[config.mk]
export PLATFORM = sky130hd
export DESIGN_NAME = sobel_frame_ctrl
export DESIGN_NICKNAME = d
export VERILOG_FILES = /design/src/rtl/sobel_frame_ctrl.sv
export SDC_FILE = /design/constraint.sdc
export NUM_CORES = 1
export LEC_CHECK = 0
export ABC_AREA = 1
export BUFFER_PORTS_ARGS = -buffer_cell sky130_fd_sc_hd__buf_2
export CORE_MARGIN = 2
export CORE_UTILIZATION = 40
export DETAILED_ROUTE_END_ITERATION = 8
export HOLD_SLACK_MARGIN = 0.06
export PLACE_DENSITY_LB_ADDON = 0.12
export SYNTH_ARGS = -nofsm -noshare
export SYNTH_HDL_FRONTEND = slang
export SYNTH_SLANG_ARGS = --single-unit
export TNS_END_PERCENT = 50
[constraint.sdc]
create_clock -name clock -period 1.95 [get_ports clock]
set_input_delay 0.0975 -clock clock [delete_from_list [all_inputs] [get_ports clock]]
set_output_delay 0.0975 -clock clock [all_outputs]
set_load 0.01 [all_outputs]
[src/rtl/sobel_frame_ctrl.sv]
// Sobel frame controller: sequences one frame of pixels through a 3x3 Sobel
//   filter, flushes the window with zeros, and tags each filter result with its
//   centre column/row. Results appear 4 cycles after the pixel that completes
//   their window when input is gapless. in_ready is high for the whole of RUN,
//   and the filter window does not stall when in_valid is low.
// Ports: clock/reset (sync, active-high); start (frame request, honoured in IDLE);
//   in_valid/in_ready (pixel handshake); sobel_en/pin_zero (filter control);
//   out_valid/out_x/out_y/out_border (result tag); busy/frame_done (status).
module sobel_frame_ctrl #(
   parameter int SIZE_X = 800,
   parameter int SIZE_Y = 600
) (
   input  logic       clock,
   input  logic       reset,
   input  logic       start,
   input  logic       in_valid,
   output logic       in_ready,
   output logic       sobel_en,
   output logic       pin_zero,
   output logic       out_valid,
   output logic [9:0] out_x,
   output logic [9:0] out_y,
   output logic       out_border,
   output logic       busy,
   output logic       frame_done
);

   localparam int N  = SIZE_X * SIZE_Y;
   // k runs on through the flush to N+SIZE_X+4, fcnt to SIZE_X+4
   localparam int KW = $clog2(N + SIZE_X + 5);
   localparam int FW = $clog2(SIZE_X + 5);

   localparam logic [KW-1:0] K_LAST  = KW'(N - 1);
   localparam logic [KW-1:0] K_FIRST = KW'(SIZE_X + 1);
   localparam logic [KW-1:0] K_END   = KW'(N + SIZE_X + 1);
   localparam logic [FW-1:0] F_LAST  = FW'(SIZE_X + 3);
   localparam logic [9:0]    X_LAST  = 10'(SIZE_X - 1);
   localparam logic [9:0]    Y_LAST  = 10'(SIZE_Y - 1);

   typedef struct packed {
      logic       valid;
      logic [9:0] x;
      logic [9:0] y;
      logic       border;
      logic       toggle;
   } tag_t;

   typedef enum logic [1:0] {IDLE, RUN, FLUSH, DONE} state_t;

   state_t        state, state_nxt;
   logic [KW-1:0] k;
   logic [FW-1:0] fcnt;
   logic [9:0]    cx, cy;
   tag_t          tap1, tap2, tap3;
   tag_t          tag_new;
   logic          emitted;
   logic          clear;
   logic          win_valid;

   always_comb begin
      state_nxt  = state;
      in_ready   = 1'b0;
      sobel_en   = 1'b0;
      pin_zero   = 1'b0;
      busy       = 1'b0;
      frame_done = 1'b0;
      case (state)
         IDLE: begin
            if (start) state_nxt = RUN;
         end
         RUN: begin
            in_ready = 1'b1;
            sobel_en = in_valid;
            busy     = 1'b1;
            if (in_valid && (k == K_LAST)) state_nxt = FLUSH;
         end
         FLUSH: begin
            sobel_en = 1'b1;
            pin_zero = 1'b1;
            busy     = 1'b1;
            if (fcnt == F_LAST) state_nxt = DONE;
         end
         DONE: begin
            frame_done = 1'b1;
            state_nxt  = IDLE;
         end
         default: state_nxt = IDLE;
      endcase
   end

   assign clear     = (state == IDLE) && start;
   // window is centred on an in-frame pixel once SIZE_X+1 pixels have passed
   assign win_valid = (k >= K_FIRST) && (k < K_END);

   always_comb begin
      tag_new.valid  = win_valid;
      tag_new.x      = cx;
      tag_new.y      = cy;
      tag_new.border = (cx == 10'd0) || (cx == X_LAST) ||
                       (cy == 10'd0) || (cy == Y_LAST);
      // stage 1 holds the current window tag, so its toggle is the reference
      tag_new.toggle = ~tap1.toggle;
   end

   always_ff @(posedge clock) begin
      if (reset) begin
         state      <= IDLE;
         k          <= '0;
         fcnt       <= '0;
         cx         <= '0;
         cy         <= '0;
         tap1       <= '0;
         tap2       <= '0;
         tap3       <= '0;
         emitted    <= 1'b0;
         out_valid  <= 1'b0;
         out_x      <= '0;
         out_y      <= '0;
         out_border <= 1'b0;
      end else begin
         state <= state_nxt;
         if (clear) begin
            k         <= '0;
            fcnt      <= '0;
            cx        <= '0;
            cy        <= '0;
            tap1      <= '0;
            tap2      <= '0;
            tap3      <= '0;
            emitted   <= 1'b0;
            out_valid <= 1'b0;
         end else begin
            if (sobel_en) begin
               k <= k + KW'(1);
               if (win_valid) begin
                  if (cx == X_LAST) begin
                     cx <= '0;
                     if (cy != Y_LAST) cy <= cy + 10'd1;
                  end else begin
                     cx <= cx + 10'd1;
                  end
               end
            end
            if (state == FLUSH) fcnt <= fcnt + FW'(1);

            // stage 1 tracks the window (reloads itself while the window is
            // still); later stages follow the filter's free-running H/H1 regs
            tap1 <= sobel_en ? tag_new : tap1;
            tap2 <= tap1;
            tap3 <= tap2;

            // pout only captures on enable; a toggle change marks a tag not yet
            // consumed, invalid tags are consumed silently
            out_valid <= 1'b0;
            if (sobel_en && (tap3.toggle != emitted)) begin
               emitted <= tap3.toggle;
               if (tap3.valid) begin
                  out_valid  <= 1'b1;
                  out_x      <= tap3.x;
                  out_y      <= tap3.y;
                  out_border <= tap3.border;
               end
            end
         end
      end
   end

endmodule

==> flow_results.org <==
** Floorplanning
- The floorplan step set the die height to 126 µm.
- # IOs :: 31
- The region available for standard cell placement spans between 10000 and 15000 µm².
- Die span in x :: approximately 130 µm
- Initial cell density of the core :: approximately two fifths
- The die covers approximately 16000 µm².
- The floorplan has between 40 and 50 rows.

** Worst setup path
- Traced cell by cell, the critical path runs through inv_4 > ha_2 > inv_2 > nand2_2 > nand2_4 > inv_6 > nand3_4 > nor3_4 > buf_6 > clkinvlp_4 > buf_4 > nor2_1 > nor2_1.
- STA classifies the critical path startpoint as a flip-flop.
- At the worst endpoint, the required time is between 2 and 2.5 ns.
- The startpoint identified for the worst register-to-register timing path is state[0]$_SDFFE_PP0P_.
- Highest cell delay on the worst timing path :: between 0.3 and 0.4 ns
- Along the worst path, the maximum fanout reaches 6.
- Among all stages on the critical path, the largest delay is contributed by dfxtp_4.
- Top cell by count, worst path :: nor2_1
- In this run the worst setup path begins at state[0]$_SDFFE_PP0P_.
- The worst setup path is of the reg2reg kind.
- The worst register-to-register path has a depth of 13.
- Worst setup EP type :: flip-flop
- Arr. time, crit path :: about 2.1 ns

** Logic synthesis
- Post-synthesis simple-gate area fraction :: a little over a quarter
- dfxtp_1 takes more of the synthesized area than any other cell.
- Summing the areas of all fa, ha and maj instances in the mapped netlist gives 2.50% of the synthesized area.
- Commonest cells post-synth :: nor2_1, dfxtp_1, nand2_1, inv_1, a21oi_1
- Number of distinct library cells after synthesis :: 36
- The mapped netlist covers 6000 µm².
- The top cell type by area accounts for 47.7% of the synthesized area.
- Most frequent cell after synthesis :: nor2_1
- After synthesis, flip-flops and latches occupy a little under half of the total area.
- Number of instances in the synthesized netlist :: 801
- After synthesis, the mean cell area works out to around 7.5 µm².
- Counting flops with a built-in enable in the synthesized netlist gives 0.
- The synthesized netlist devotes about 1.3% of its cell area to XOR and XNOR gates.
- Post-synthesis compound-gate area fraction :: between 10% and 20%
- Register bit count reported by yosys :: approximately 140
- The most used flip-flop cell after synthesis is dfxtp_1.
- When the netlist entered floorplanning its net count stood at 817.
- In the synthesized netlist the async set-or-reset flop fraction comes to 0%.
- Dominant combinational cell family by area after synthesis :: simple AND/OR/NAND/NOR gates
- After synthesis, the cell types taking the most area are dfxtp_1, nor2_1, nand2_1.
- Measured against the total synthesized area, the mux share comes to 0%.
- Count of yosys warnings during synthesis :: 0

** Clocking
- Clock-pin slew was measured on the worst setup and hold paths at around 0.060 ns.
- In this run the deepest clock path goes through 2 buffers.
- The clock net in this run drives a total of 143 sinks.
- CTS Buf Count :: 17
- Clock tree synthesis selected as its root buffer the cell clkbuf_16.
- CTS tree :: built
- The later pin in the worst-skew pair is clocked with a latency of 0.42 ns.
- The H-tree was split into 4 levels.

** Detailed routing
- The detail route stage leaves a number of antenna-violating nets equal to 0.
- The detailed router placed roughly 4900 vias in this run.
- The routed design has about 13000 µm of wire.
- Iteration-0 DRC Markers :: 310
- Count of TritonRoute iterations in the first routing pass :: 5
- Dividing the detail-routed wire length by the instance count gives 12.2 µm.
- In the routed design, unresolved DRC markers number 0.
- Using the TritonRoute via totals, the vias-per-cell ratio works out to between 4 and 5.

** Timing
- The count of endpoints failing hold in the final timing report is 0.
- Endpoints failing setup :: 0
- Setup repair after global routing left no endpoint under its margin.
- The number of pins exceeding their max-slew limit in the final report is 0.
- Fin Setup TNS :: 0 ns
- On the final layout, the worst hold slack is 0.227 ns.
- Final clock period utilization by the worst path :: slightly above 90%
- Max Clk Rate :: 0.557 GHz
- The worst pin sits at a relative slew slack of around three fifths.
- Clk_skew :: roughly 0.0065 ns
- The worst path in the final design needs a cycle of ~1.8 ns, including I/O delays and setup.
- Slew at the pin with the worst max-slew slack :: 0.584 ns

** Worst hold path
- Type of the most critical hold path :: in2reg
- Counting instances, the worst hold path has a depth of 6.
- Worst hold path startpoint :: start

** Layout
- Antenna Cells :: 0
- In the final layout, the share of cells above drive strength 1 is ~14%.
- Final layout net count :: around 860
- Post-route design area :: slightly above 7000 µm²
- From synthesis to final layout, the design area changed by 18.8%.

** Global routing
- GRT Resource Usage Total :: around 17%
- Number of global-route vias before repair :: 4631
- Initial antenna violation count :: 0
- Maximum number of pins on one net before global-route repair :: 34
- Global-route wire length before repair :: 21900 µm
- Total overflow reported by the global router :: 0

** Place
- Number of buffers inserted by port buffering :: 30
- Cell area after placement :: between 6000 and 7000 µm²
- Routability-driven placement finished with a final weighted congestion of roughly 0.9.
- Detailed placement ended at an HPWL of a little under 9000 µm.

** Flow run
- MaxCap Viol Count :: 0

** Power and ir drop
- The clock network accounts for between 40 and 50% of the total power.
- Share of power burned in combinational logic :: 14.9%
- Internal portion of total power :: between 0.005 and 0.006 W
- Total leakage power :: between 2 and 3 nW
- Worst ir drop on vdd :: between 0.0007 and 0.0008 V
- Seq pwr share :: 41.8%
- In this run the power density over the cells is between 1000 and 1500 nW/µm².
- Overall power after layout :: slightly below 0.008 W
- Switching part of the total power :: approximately 27%
- NetSw :: 0.00212 W

** Outcome
- The run finished with clean final reports.
[repair_timing]
item / in CTS / in global routing
setup buffers: 4 / 2
setup endpoints to repair: 18 / 59
cloned: 2 / 0
hold endpoints to repair: 1 / 0
pin swaps: 1 / 1
gates resized for setup: 9 / 15
hold buffers: 1 / 0
[critical path, delay by kind of cell (launching register included)]
family	cells	cell delay, ns
buffers and inverters	6	0.60
adder cells (fa/ha/maj)	1	0.18
flip-flops	1	0.37
AND/OR/NAND/NOR	6	0.53
[kinds of logic (layout without fill, tap and decap cells)]
group,after synthesis,count (layout)
AO/OA/AOI/OAI,135,135
XOR/XNOR,9,9
adder cells (fa/ha/maj),12,12
buffers and inverters,141,195
flip-flops,143,143
AND/OR/NAND/NOR,361,361
[layout make-up]
cell class	count	area, µm²
Clock buffer	19	443
Clock inverter	13	176
Fill cell	1423	7460
Inverter	106	409
Multi-Input combinational cell	517	2610
Sequential cell	143	2870
Tap cell	184	230
Timing Repair Buffer	55	373
Timing Repair inverter	2	15.0
[final timing paths]
check,end,slack (ns)
worst max-delay path,out_y[3]$_SDFFE_PP0P_,0.15
worst min-delay path,state[1]$_SDFFE_PP0P_,0.23
worst max register to register,out_y[3]$_SDFFE_PP0P_,0.15
worst min register to register,tap3[1]$_SDFF_PP0_,0.41
[per-stage QoR]
| step | setup slack, ns | std cells | util (%) |
|---|---|---|---|
| after floorplan | 0.168 | 801 | - |
| after global placement | 0.0953 | 998 | 43.6 |
| after detailed placement | -0.0442 | 998 | 43.6 |
| after CTS | 0.00635 | 1037 | 48.4 |
| after global routing | 0.00844 | 1039 | 48.9 |
| final | 0.155 | 1039 | 48.9 |
[sequential cells by signal (all words and copies together) (netlist names), 2 cells and up]
register and count:
k 19, cx 10, out_x 10, tap3 23, tap1 23, state 2, cy 10, tap2 23
out_y 10, fcnt 10
[power by group through the flow]
stage | Clock (W) | Sequential, W | Combinational, W
2_1_floorplan | 0 | 0.00326 | 0.000789
3_3_place_gp | 0 | 0.00327 | 0.00104
3_5_place_dp | 0 | 0.00328 | 0.00107
4_1_cts | 0.00344 | 0.00322 | 0.00111
5_1_grt | 0.00355 | 0.00326 | 0.00131
6_report | 0.00335 | 0.00324 | 0.00115
[layout by cell type, fill, tap and decap left out, types with 2 or more instances in the layout]
cell type / instances
ha_1: 8
nand2_4: 2
clkbuf_16: 17
buf_2: 30
nand3_1: 34
o21ai_0: 55
clkinvlp_4: 4
o21ai_1: 5
inv_2: 4
nand2_2: 3
nor3_4: 3
nor2_1: 150
nor3_1: 17
a31oi_1: 3
or2_2: 3
a21oi_1: 67
nand2_1: 106
nor4_1: 3
dfxtp_1: 140
xor2_1: 9
nor2_2: 2
ha_2: 2
clkinv_4: 4
bufinv_16: 3
dfxtp_2: 2
buf_12: 2
inv_6: 6
buf_4: 20
nand3_2: 2
buf_6: 2
nor3b_1: 3
ha_4: 2
inv_1: 99
nand4_1: 28
[per-layer routing]
layer | up-vias | global-route usage [%] | part of all wire, %
li1 | 2655 | - | -
met1 | 2190 | 22.8 | 52
met2 | 78 | 25.4 | 43
met3 | 18 | 4.26 | 3.7
met4 | 0 | 7.18 | 1.8
met5 | - | 0 | 0
Power figures use the tool's default switching activity.
